<file path="config.mk">
export PLATFORM = sky130hd
export DESIGN_NAME = cpm_fifo_pack
export DESIGN_NICKNAME = d
export VERILOG_FILES = /design/src/rtl/cpm_fifo_pkg.sv /design/src/rtl/cpm_fifo_pack_lane.sv /design/src/rtl/cpm_fifo_pack.sv
export SDC_FILE = /design/constraint.sdc
export NUM_CORES = 1
export LEC_CHECK = 0
export ABC_CLOCK_PERIOD_IN_PS = 9900
export CAP_MARGIN = 0
export CORE_MARGIN = 2
export CORE_UTILIZATION = 50
export CTS_BUF_LIST = sky130_fd_sc_hd__clkbuf_8
export DETAILED_ROUTE_END_ITERATION = 12
export DONT_BUFFER_PORTS = 1
export GPL_TIMING_DRIVEN = 0
export RECOVER_POWER = 50
export SLEW_MARGIN = 20
export SYNTH_ARGS = -nofsm -noshare
export SYNTH_HDL_FRONTEND = slang
export SYNTH_SLANG_ARGS = --single-unit
export TNS_END_PERCENT = 30
</file>
<file path="constraint.sdc">
create_clock -name clk -period 9.9 [get_ports clk]
set_input_delay 1.98 -clock clk [delete_from_list [all_inputs] [get_ports clk]]
set_output_delay 1.98 -clock clk [all_outputs]
set_load 0.01 [all_outputs]
</file>
<file path="src/rtl/cpm_fifo_pkg.sv">
`default_nettype none
// ============================================================================
//  Module   : cpm_fifo_pkg
//  Purpose  : Shared helpers for the CPM packing FIFO: ceiling-log2 and the
//             width of a lane-count field able to hold 0..RATIO.
//  Revision : 1.0 - initial release
// ============================================================================
package cpm_fifo_pkg;

   // Ceiling log2; returns 0 for values of 0 or 1.
   function automatic int clog2(input int value);
      int result;
      int rem;
      result = 0;
      rem    = value - 1;
      while (rem > 0) begin
         result = result + 1;
         rem    = rem >> 1;
      end
      return result;
   endfunction

   // A lane count must represent 0..RATIO inclusive.
   function automatic int lane_w(input int ratio);
      return clog2(ratio + 1);
   endfunction

endpackage
`default_nettype wire

</file>
<file path="src/rtl/cpm_fifo_pack_lane.sv">
`default_nettype none
// ============================================================================
//  Module   : cpm_fifo_pack_lane
//  Purpose  : Narrow-to-wide packer. Holds the partially filled wide word and
//             the lane counter, flags when the offered word would commit, and
//             presents the zero-padded wide word for the commit write.
//  Revision : 1.0 - initial release
// ============================================================================
module cpm_fifo_pack_lane
   import cpm_fifo_pkg::*;
#(
   parameter int IN_WIDTH  = 16,
   parameter int RATIO     = 4,
   parameter int OUT_WIDTH = IN_WIDTH * RATIO,
   parameter int LANE_W    = lane_w(RATIO)
) (
   input  logic                 clk,
   input  logic                 rst_n,
   input  logic                 flush,
   input  logic                 take,
   input  logic                 in_last,
   input  logic [IN_WIDTH-1:0]  in_data,
   output logic                 would_commit,
   output logic [OUT_WIDTH-1:0] word,
   output logic [LANE_W-1:0]    lanes
);

   localparam logic [LANE_W-1:0] LAST_LANE = LANE_W'(RATIO - 1);

   logic [LANE_W-1:0] lane_cnt;

   // The offered word closes the wide word if it fills the top lane or is marked last.
   assign would_commit = in_last || (lane_cnt == LAST_LANE);
   assign lanes        = lane_cnt + 1'b1;

   // Lane counter: advances on each non-committing word, restarts on commit or flush.
   always_ff @(posedge clk or negedge rst_n) begin
      if (!rst_n) begin
         lane_cnt <= '0;
      end else if (flush) begin
         lane_cnt <= '0;
      end else if (take) begin
         if (would_commit) begin
            lane_cnt <= '0;
         end else begin
            lane_cnt <= lane_cnt + 1'b1;
         end
      end
   end

   for (genvar i = 0; i < RATIO; i++) begin : g_lane
      localparam logic [LANE_W-1:0] IDX = LANE_W'(i);
      logic [IN_WIDTH-1:0] held;

      // Capture this lane when it is the current fill position; clear on commit or flush.
      always_ff @(posedge clk or negedge rst_n) begin
         if (!rst_n) begin
            held <= '0;
         end else if (flush) begin
            held <= '0;
         end else if (take) begin
            if (would_commit) begin
               held <= '0;
            end else if (lane_cnt == IDX) begin
               held <= in_data;
            end
         end
      end

      // Current lane takes the live input, lower lanes the held data, upper lanes zero.
      assign word[i*IN_WIDTH +: IN_WIDTH] = (lane_cnt == IDX) ? in_data :
                                            (lane_cnt >  IDX) ? held    : '0;
   end

endmodule
`default_nettype wire

</file>
<file path="src/rtl/cpm_fifo_pack.sv">
`default_nettype none
// ============================================================================
//  Module   : cpm_fifo_pack
//  Purpose  : Width-converting FWFT FIFO for the CPM feed path. Packs RATIO
//             narrow words (lane 0 in LSBs) into wide entries with a lane
//             count, stores DEPTH entries, and reports count-based flags.
//  Options  : CPM_FIFO_PACK_ERR_EN adds sticky err_ovf / err_udf outputs.
//  Revision : 1.0 - initial release
// ============================================================================
module cpm_fifo_pack
   import cpm_fifo_pkg::*;
#(
   parameter int IN_WIDTH   = 16,
   parameter int RATIO      = 4,
   parameter int OUT_WIDTH  = IN_WIDTH * RATIO,
   parameter int ADDR_WIDTH = 4,
   parameter int DEPTH      = 1 << ADDR_WIDTH,
   parameter int AF_THRESH  = DEPTH - 2,
   parameter int AE_THRESH  = 1
) (
   input  logic                      clk,
   input  logic                      rst_n,
   input  logic                      flush,
   input  logic                      in_valid,
   output logic                      in_ready,
   input  logic                      in_last,
   input  logic [IN_WIDTH-1:0]       in_data,
   output logic                      out_valid,
   input  logic                      out_ready,
   output logic [OUT_WIDTH-1:0]      out_data,
   output logic [lane_w(RATIO)-1:0]  out_lanes,
   output logic [ADDR_WIDTH:0]       count,
   output logic                      empty,
   output logic                      full,
   output logic                      almost_empty,
   output logic                      almost_full
`ifdef CPM_FIFO_PACK_ERR_EN
   ,
   output logic                      err_ovf,
   output logic                      err_udf
`endif
);

   localparam int LANE_W = lane_w(RATIO);
   localparam logic [ADDR_WIDTH:0] DEPTH_CNT = (ADDR_WIDTH + 1)'(DEPTH);
   localparam logic [ADDR_WIDTH:0] AF_CNT    = (ADDR_WIDTH + 1)'(AF_THRESH);
   localparam logic [ADDR_WIDTH:0] AE_CNT    = (ADDR_WIDTH + 1)'(AE_THRESH);

   typedef struct packed {
      logic [LANE_W-1:0]    lanes;
      logic [OUT_WIDTH-1:0] data;
   } entry_t;

   entry_t                mem [DEPTH];
   logic [ADDR_WIDTH-1:0] wr_ptr;
   logic [ADDR_WIDTH-1:0] rd_ptr;
   logic                  would_commit;
   logic                  accept;
   logic                  commit;
   logic                  pop;
   logic [OUT_WIDTH-1:0]  pack_word;
   logic [LANE_W-1:0]     pack_lanes;

   cpm_fifo_pack_lane #(
      .IN_WIDTH  (IN_WIDTH),
      .RATIO     (RATIO),
      .OUT_WIDTH (OUT_WIDTH),
      .LANE_W    (LANE_W)
   ) u_lane (
      .clk          (clk),
      .rst_n        (rst_n),
      .flush        (flush),
      .take         (accept),
      .in_last      (in_last),
      .in_data      (in_data),
      .would_commit (would_commit),
      .word         (pack_word),
      .lanes        (pack_lanes)
   );

   // Flags come from count only; pointers are free-running modulo DEPTH.
   assign empty        = (count == '0);
   assign full         = (count == DEPTH_CNT);
   assign almost_empty = (count <= AE_CNT);
   assign almost_full  = (count >= AF_CNT);

   // Only a committing word needs a free slot; in_ready never looks at out_ready.
   assign in_ready  = !full || !would_commit;
   assign out_valid = !empty;
   assign accept    = in_valid && in_ready && !flush;
   assign commit    = accept && would_commit;
   assign pop       = out_valid && out_ready && !flush;

   assign out_data  = mem[rd_ptr].data;
   assign out_lanes = mem[rd_ptr].lanes;

   // Storage write: contents survive reset and flush, only pointers are cleared.
   always_ff @(posedge clk) begin
      if (commit) begin
         mem[wr_ptr] <= '{lanes: pack_lanes, data: pack_word};
      end
   end

   // Pointer and occupancy tracking; a simultaneous commit and pop leaves count unchanged.
   always_ff @(posedge clk or negedge rst_n) begin
      if (!rst_n) begin
         wr_ptr <= '0;
         rd_ptr <= '0;
         count  <= '0;
      end else if (flush) begin
         wr_ptr <= '0;
         rd_ptr <= '0;
         count  <= '0;
      end else begin
         if (commit) begin
            wr_ptr <= wr_ptr + 1'b1;
         end
         if (pop) begin
            rd_ptr <= rd_ptr + 1'b1;
         end
         if (commit && !pop) begin
            count <= count + 1'b1;
         end else if (pop && !commit) begin
            count <= count - 1'b1;
         end
      end
   end

`ifdef CPM_FIFO_PACK_ERR_EN
   // Sticky error flags for refused pushes and pops against an empty buffer.
   always_ff @(posedge clk or negedge rst_n) begin
      if (!rst_n) begin
         err_ovf <= 1'b0;
         err_udf <= 1'b0;
      end else if (flush) begin
         err_ovf <= 1'b0;
         err_udf <= 1'b0;
      end else begin
         if (in_valid && !in_ready) begin
            err_ovf <= 1'b1;
         end
         if (out_ready && !out_valid) begin
            err_udf <= 1'b1;
         end
      end
   end
`endif

endmodule
`default_nettype wire

</file>
==> impl_metrics.toml, run 1 <==
[layout]
fin_nets = 2611
area_growth_pct = 14.2
layout-drive-gt1-share = 0.193
nFillCells = 6607
final_area_mm2 = 0.0512

[sta]
rsz0062_at_grt = "false"
fin_skew_ns = 0.0325
fin_ws_ns = 3.32
period_needed_ns = 6.58
post-route-period-util = 0.665
setup_viol = 0
relSlewSlack = 0.239
fmax_mhz = 152
hold_viol_final = 0
maxSlewViolCount = 0
worst_pin_slew_ns = 1.13

[place]
dp_slack_ns = 4.04
place.gp.congestion = 0.804
dpl_cell_area_mm2 = 0.0479
hpwl_um = 76400
port_buffers = 0

[drt]
drt_iter0_markers = 2635
drc = 0
first_pass_iters = 5
dr_total_vias = 24000
drt-wirelength-per-cell_um = 30.0
viasPerCell = 6.19
wl_um = 117000
drtAntennaViolNets = 0

[cts]
cts_tree = "built"
path_clk_slew_ns = 0.06
cts_htree_levels = 4
cts_resized = 0
clock_latency_ns = 0.84
cts-root-buf = "clkbuf_8"
cts_made_buffers = 179
ctsLongestPathBuffers = 3
postCtsSetupRepairBufs = 0
clkSinkCount = 1152
postCtsHoldBufs = 0

[status]
status = "finished, final reports clean"

[power_and_ir_drop]
seqPwrFrac = 0.509
leakage_uw = 0.0175
vdd_drop_max_mv = 0.128
p_sw_frac = 0.258
p_clk_frac = 0.350
power_frac_comb = 0.141
cellPowerDensity_mw_per_mm2 = 206
power.switching_uw = 2720
intPower_uw = 7830

[synthesis]
synthTopCellsByCount = "edfxtp_1 (1072), mux2i_1 (269), a221oi_1 (134), mux4_2 (134), a22o_1 (96)"
syn_area_per_cell_um2 = 19.5
yosysWarningCount = 0
ys_types = 46
synth_edf_count = 1072
async_flop_share = 0.0694
syn_area_mm2 = 0.0448
ys_seq_area_frac = 0.763
synthTopCellsByArea = "edfxtp_1 (72%), mux4_2 (6.7%), mux2i_1 (6.0%), dfrtp_1 (4.5%), a221oi_1 (2.6%)"
synth-main-ff-cell = "edfxtp_1"
synth.largest_area_cell = "edfxtp_1"
synth_cells = 2299
synth.most_common_cell = "edfxtp_1"
synth_nets = 2336
ys_ff_latch = 1152
synth_top_area_frac = 0.718

[worst_setup_path]
cp_slowest_cell = "clkbuf_1"
cp.required_ns = 7.92
crit_buf_inv = 4
cpLargestDelayFamily = "buffers and inverters"
cp-startpoint = "rd_ptr[1]"
cp_slowest_stage_delay_ns = 0.81
critPathMaxFanout = 10
worstSetupStartpointType = "flop"
end_kind = "output port"
critPathKind = "flop to output port"
worstPathCellList = "clkbuf_1 > and2_1 > clkbuf_1 > buf_2 > buf_2 > a221oi_1 > a22oi_1 > nand2_1"
arrival_ns = 4.60
reg2reg_from = "count[0]"

[global_routing]
track_usage = 0.257
grt.overflow.total = 0
antenna_found_initial = 3
grt_pass1_wl_um = 167000
grt_max_degree = 81
grt_pass1_vias = 24400

[floorplan]
initial_utilization = 0.506
rows = 109
num_io_pins = 100
dieWidth_um = 303
die_y_um = 303
dieArea_mm2 = 0.0920
core-area_mm2 = 0.0886

[job]
drv_cap = 0

[hold_path]
hold_class = "flop to flop"
min_from = "u_lane.g_lane[3].held[8]"
## registers in the layout, indices dropped and copies added (netlist names)
register	cells
count	5
mem	1072
rd_ptr	4
u_lane.g_lane.held	64
u_lane.lane_cnt	3
wr_ptr	4
## routing by layer
layer	GRT usage	vias to the layer above	routed length [µm]
met5	0	-	0
met1	0.353	12600	47600
met2	0.404	1105	55000
met3	0.0726	201	10900
met4	0.0792	0	3090
li1	-	10200	-
## kinds of logic (layout without fill, tap and decap cells)
group,Yosys count,in the layout,synth area share
XOR/XNOR,7,7,0.00137
buffers and inverters,152,571,0.0148
AO/OA/AOI/OAI,393,393,0.0682
multiplexers,422,422,0.132
flip-flops,1152,1152,0.763
adder cells (fa/ha/maj),15,15,0.00419
other,0,2,0
AND/OR/NAND/NOR,158,158,0.0163
## power by group through the flow
stage,Combinational [µW],Sequential (µW),Clock (µW)
CTS,1510,5370,3770
global route,1580,5380,3980
detailed placement,1510,5470,0
floorplan,1080,5470,0
finish,1480,5370,3700
global placement,1470,5480,0
## path summary, 6_finish.rpt
check,to,cells past startpoint,slack (ns)
worst max-delay path,out_data[21],8,3.32
worst min-delay path,u_lane.g_lane[3].held[8],1,0.49
worst max register to register,mem[1][41],12,5.15
worst min register to register,u_lane.g_lane[3].held[8],1,0.49
max in group asynchronous,u_lane.g_lane[1].held[13],0,8.85
min in group asynchronous,count[0],0,0.84
## through the flow
stage	cells	total power [µW]	setup TNS, ns	util	hold WS, ns
finish	3885	10600	0	0.577	0.489
floorplan	2299	6550	0	-	0.455
detailed placement	3558	6980	0	0.540	0.473
global route	3884	10900	0	0.577	0.505
CTS	3883	10700	0	0.577	0.489
global placement	3464	6950	-1785.67	0.522	0.470
## cell type report
class / instances / area [µm²] / area share
diodes: 2 / 5.00 / 0.0000978
plain buffers: 138 / 612 / 0.0120
clock buffers: 187 / 2570 / 0.0503
clock inverters: 138 / 751 / 0.0147
inverters: 14 / 52.6 / 0.00103
multi-input cells: 995 / 10000 / 0.196
flip-flops and latches: 1152 / 34200 / 0.668
well taps: 1165 / 1460 / 0.0285
repair buffers: 94 / 1470 / 0.0288
## layout by cell type (no fill, tap or decap), drive strengths merged, types with 15 or more instances in the layout
cell type / instances
edfxtp: 1072
mux2i: 269
clkbuf: 258
buf: 161
a221oi: 134
mux4: 134
a22o: 96
inv: 93
dfrtp: 80
nand2: 77
o21ai: 75
a22oi: 67
clkinv: 51
nor2: 33
mux2: 19
and2: 18
ha: 15
(Power assumes the default switching activity.)
==> run 2: changes to the inputs <==
--- a/config.mk
+++ b/config.mk
@@ -5,7 +5,7 @@
 export SDC_FILE = /design/constraint.sdc
 export NUM_CORES = 1
 export LEC_CHECK = 0
-export ABC_CLOCK_PERIOD_IN_PS = 9900
+export ABC_CLOCK_PERIOD_IN_PS = 6300
 export CAP_MARGIN = 0
 export CORE_MARGIN = 2
 export CORE_UTILIZATION = 50
==> constraint.sdc (replaced) <==
create_clock -name clk -period 6.3 [get_ports clk]
set_input_delay 1.26 -clock clk [delete_from_list [all_inputs] [get_ports clk]]
set_output_delay 1.26 -clock clk [all_outputs]
set_load 0.01 [all_outputs]
==> impl_metrics.toml, run 2 (synthesis gave the netlist of run 1 again) <==
[worst_setup_path]
arrival_ns = 4.51
cp_slowest_cell = "clkbuf_1"
cp_slowest_stage_delay_ns = 0.80
worstPathCellList = "clkbuf_1 > and2_1 > clkbuf_1 > buf_2 > buf_2 > a221oi_1 > o21ai_0 > nand2_1"
cp.required_ns = 5.04
critPathKind = "flop to output port"
critPathMaxFanout = 10
end_kind = "output port"
worstSetupStartpointType = "flop"

[sta]
fmax_mhz = 173
maxSlewViolCount = 0
relSlewSlack = 0.255
fin_skew_ns = 0.0477
setup_tns_ns = 0
rsz0062_at_grt = "false"
hold_viol_final = 0
fin_hold_ws_ns = 0.116
setup_viol = 0
period_needed_ns = 5.77
worst_pin_slew_ns = 1.11
post-route-period-util = 0.916

[global_routing]
grtUsageMet2 = 0.403
grt_max_degree = 81
antenna_found_initial = 2
grt_pass1_wl_um = 168000
grt.overflow.total = 0
top_usage_layer = "met2"
grt_use_met1 = 0.361
track_usage = 0.258
grt_pass1_vias = 24600
gr-usage-met3 = 0.0683

[power_and_ir_drop]
vdd_drop_max_mv = 0.222
power_uw = 16600
leakage_uw = 0.0174
cellPowerDensity_mw_per_mm2 = 324

[floorplan]
dieArea_mm2 = 0.0920
dieWidth_um = 303
initial_utilization = 0.506
core-area_mm2 = 0.0886
num_io_pins = 100
die_y_um = 303
rows = 109

[cts]
ctsLongestPathBuffers = 3
cts-root-buf = "clkbuf_8"
cts_made_buffers = 180
clkSinkCount = 1152
cts_tree = "built"
postCtsHoldBufs = 0
clock_latency_ns = 0.85
cts_resized = 0
cts_htree_levels = 4
postCtsSetupRepairBufs = 0
path_clk_slew_ns = 0.07

[layout]
largest_registers = "mem x1072, u_lane.g_lane.held x64, count x5"
largest_register_ffs = 1072
nFillCells = 6624
area_growth_pct = 14.1
final_cell_mix = "edfxtp_1 (1072), mux2i_1 (269), clkbuf_8 (187)"
fin_nets = 2603
top_register = "mem"
utilization = 0.577
final_common_cell = "edfxtp_1"
layout-drive-gt1-share = 0.189

[place]
hpwl_um = 76200
port_buffers = 0
place.gp.congestion = 0.805

[drt]
drt_iter0_markers = 2552
wl_um = 117000
drt-wirelength-per-cell_um = 30.2
drc = 0
drtAntennaViolNets = 0
viasPerCell = 6.20
first_pass_iters = 7
dr_total_vias = 24000

[status]
status = "finished, final reports clean"

[hold_path]
hold_class = "primary input to async pin"

[job]
drv_cap = 0
## run 2: cell count changes in the layout (fill, tap and decap cells not counted), moves of 4 or more
cell,previous run,this run
and2_0,2,10
and2_1,15,8
buf_12,26,31
buf_16,21,17
buf_4,42,20
buf_8,1,12
clkinv_1,40,50
inv_1,82,71
## run 2: worst paths after layout
kind	end	cells after the start	startpoint	slack [ns]
worst min-delay path	wr_ptr[0]	0	rst_n	0.12
worst max register to register	mem[2][30]	11	count[0]	1.90
min in group clk	u_lane.g_lane[3].held[15]	1	u_lane.g_lane[3].held[15]	0.49
worst max-delay path	out_data[45]	8	rd_ptr[1]	0.53
worst min register to register	u_lane.g_lane[3].held[15]	1	u_lane.g_lane[3].held[15]	0.49
max in group asynchronous	u_lane.g_lane[0].held[3]	0	rst_n	5.96
## run 2: area by class of cell
class,instances,area (µm²),area share
clock buffer,187,2570,0.0503
multi-input combinational,995,10100,0.197
sequential,1152,34200,0.668
tap,1165,1460,0.0285
antenna,1,2.50,0.0000489
timing repair buffer,85,1480,0.0288
inverter,14,52.6,0.00103
clock inverter,137,742,0.0145
buffer,138,604,0.0118
## run 2: metrics by stage
stage	setup WS, ns	std cells	instance area, µm²
floorplan	-1.04	2299	44800
global placement	-8.43	3464	46300
detailed placement	1.55	3549	47900
CTS	0.663	3873	51200
global route	0.316	3874	51200
finish	0.527	3874	51200
## run 2: per-layer routing
| layer | vias to the layer above | routed length [µm] |
|---|---|---|
| met5 | - | 0 |
| met4 | 0 | 2890 |
| met3 | 172 | 10300 |
| met2 | 1047 | 55000 |
| met1 | 12700 | 48600 |
| li1 | 10100 | - |
## run 2: power breakdown
| part | leakage, µW | internal [µW] | switching, µW | total (µW) |
|---|---|---|---|---|
| Clock | 0.00191 | 2970 | 2870 | 5840 |
| Combinational | 0.00408 | 935 | 1370 | 2310 |
| Sequential | 0.0114 | 8390 | 51.1 | 8450 |
| Total | 0.0174 | 12300 | 4300 | 16600 |
## run 2: worst max-delay path: cells and delay by family (launching register included)
kind,cells,cell delay [ns]
AOI/OAI and AO/OA,2,0.40
and+or+nand+nor,2,0.39
buffers and inverters,4,2.48
DFF,1,0.39
==> run 3: changes to the inputs <==
--- a/config.mk
+++ b/config.mk
@@ -6,7 +6,6 @@
 export NUM_CORES = 1
 export LEC_CHECK = 0
 export ABC_CLOCK_PERIOD_IN_PS = 6300
-export CAP_MARGIN = 0
 export CORE_MARGIN = 2
 export CORE_UTILIZATION = 50
 export CTS_BUF_LIST = sky130_fd_sc_hd__clkbuf_8
==> constraint.sdc (replaced) <==
create_clock -name clk -period 6.3 [get_ports clk]
set_input_delay 1.26 -clock clk [delete_from_list [all_inputs] [get_ports clk]]
set_output_delay 1.26 -clock clk [all_outputs]
set_load 0.1 [all_outputs]
==> impl_metrics.toml, run 3 (synthesis gave the netlist of run 1 again) <==
[drt]
dr_total_vias = 23900
drt_iter0_markers = 2453
drc = 0
drt-wirelength-per-cell_um = 30.2
wl_um = 117000
drtAntennaViolNets = 0
viasPerCell = 6.17
wl_met2_um = 54900
wl_met3_um = 10700
routedLengthMet1_um = 48500
top_layer_used = "met5"
first_pass_iters = 6

[worst_setup_path]
r2r_slack_ns = 0.59
crit_buf_inv = 3
r2r_end = "mem[10][39]"
cp_slowest_stage_delay_ns = 0.83
cp.required_ns = 5.04
end_kind = "output port"
reg2reg_from = "count[0]"
critPathMaxFanout = 10
cp.depth = 6
critPathKind = "flop to output port"
worstSetupStartpointType = "flop"
arrival_ns = 4.71
critical_path.endpoint = "out_data[21]"
cp-startpoint = "rd_ptr[1]"
worstPathCellList = "clkbuf_1 > buf_2 > buf_1 > mux4_2 > a22oi_1 > nand2_1"
r2r_cells = 10
cpLargestDelayFamily = "buffers and inverters"
cp_slowest_cell = "buf_1"

[job]
drv_cap = 1

[layout]
fin_nets = 2596
multiInputGateArea_mm2 = 0.0101
seq_area_mm2 = 0.0342
area_growth_pct = 14.2
largest_registers = "mem x1072, u_lane.g_lane.held x64, count x5"
largest_register_ffs = 1072
nFillCells = 6636
top_register = "mem"
layout-drive-gt1-share = 0.187
final_cell_mix = "edfxtp_1 (1072), mux2i_1 (269), clkbuf_8 (186)"
fin_cells = 3869
final_common_cell = "edfxtp_1"

[cts]
postCtsSetupRepairBufs = 0
path_clk_slew_ns = 0.06
cts_tree = "built"
cts-root-buf = "clkbuf_8"
cts_made_buffers = 183
clock_latency_ns = 0.87
cts_htree_levels = 4
clkSinkCount = 1152
postCtsHoldBufs = 0
ctsLongestPathBuffers = 3
cts_resized = 0

[global_routing]
track_usage = 0.259
grt_pass1_vias = 24400
grt_pass1_wl_um = 168000
grt.overflow.total = 0
antenna_found_initial = 3
grt_max_degree = 81

[power_and_ir_drop]
p_sw_frac = 0.316
leakage_uw = 0.0174
power.switching_uw = 5670
cellPowerDensity_mw_per_mm2 = 351
vdd_drop_max_mv = 0.765
power_frac_comb = 0.197
seqPwrFrac = 0.475
p_clk_frac = 0.328
intPower_uw = 12300

[sta]
hold_viol_final = 0
worst_pin_slew_ns = 1.52
period_needed_ns = 5.97
fin_hold_ws_ns = 0.0931
setup_viol = 0
relSlewSlack = -0.0159
rsz0062_at_grt = "false"
post-route-period-util = 0.948
fmax_mhz = 167
setup_tns_ns = 0
fin_skew_ns = 0.0417
maxSlewViolCount = 7

[status]
violations = "max-capacitance violations, max-slew violations"
status = "finished with violations"

[place]
hpwl_um = 75500
port_buffers = 0
place.gp.congestion = 0.798
dp_cells = 3539

[floorplan]
rows = 109
dieArea_mm2 = 0.0920
core-area_mm2 = 0.0886
dieWidth_um = 303
initial_utilization = 0.506
num_io_pins = 100
die_y_um = 303

[hold_path]
hold_class = "primary input to async pin"
[run 3: cell types whose count changed in the layout (fill, tap and decap cells not counted), moves of 6 or more]
| cell | delta |
|---|---|
| buf_4 | -20 |
| inv_1 | +17 |
| buf_8 | +14 |
| clkinv_1 | -12 |
| and2_0 | -9 |
| and2_1 | +9 |
| inv_12 | +6 |
[run 3: worst min-delay path by stage]
stage,from,to,slack [ns]
2_1_floorplan,u_lane.g_lane[3].held[0],u_lane.g_lane[3].held[0],0.45
3_3_place_gp,u_lane.g_lane[3].held[0],u_lane.g_lane[3].held[0],0.47
3_5_place_dp,u_lane.g_lane[3].held[0],u_lane.g_lane[3].held[0],0.47
4_1_cts,rst_n,count[1],0.01
5_1_grt,rst_n,u_lane.g_lane[0].held[6],0.05
6_report,rst_n,count[1],0.09
[run 3: worst register-to-register path: cells and delay by family (launching register included)]
kind	cells	cell delay, ns
and+or+nand+nor	4	2.16
buffers and inverters	5	1.88
DFF	1	1.04
adders and majority gates	1	0.30
[run 3: area by class of cell]
cell class | count | share of cell area
multi-input cells | 995 | 0.197
inverters | 14 | 0.00103
clock buffers | 186 | 0.0500
diodes | 2 | 0.0000978
repair buffers | 75 | 0.0278
clock inverters | 142 | 0.0157
plain buffers | 138 | 0.0116
well taps | 1165 | 0.0285
flip-flops and latches | 1152 | 0.668
[run 3: metrics by stage]
step / power, µW / setup slack (ns) / utilization / area [µm²]
detailed placement: 12300 / 0.677 / 0.540 / 47800
CTS: 18100 / 0.288 / 0.578 / 51200
global route: 18600 / 0.187 / 0.577 / 51200
finish: 18000 / 0.325 / 0.577 / 51200
floorplan: 11600 / -0.247 / - / 44800
global placement: 12200 / -5.01 / 0.522 / 46300
[run 3: power by group through the flow]
stage / sequential, µW / clock, µW / combinational (µW)
after floorplan: 8680 / 0 / 2890
after global placement: 8700 / 0 / 3510
after detailed placement: 8690 / 0 / 3600
after CTS: 8540 / 5990 / 3610
after global routing: 8540 / 6320 / 3700
final: 8540 / 5880 / 3540
[run 3: metal layers]
metal  track usage  vias to the layer above
met5             0                        -
met4        0.0815                        2
met3        0.0668                      170
met2         0.404                     1079
met1         0.360                    12500
li1              -                    10100
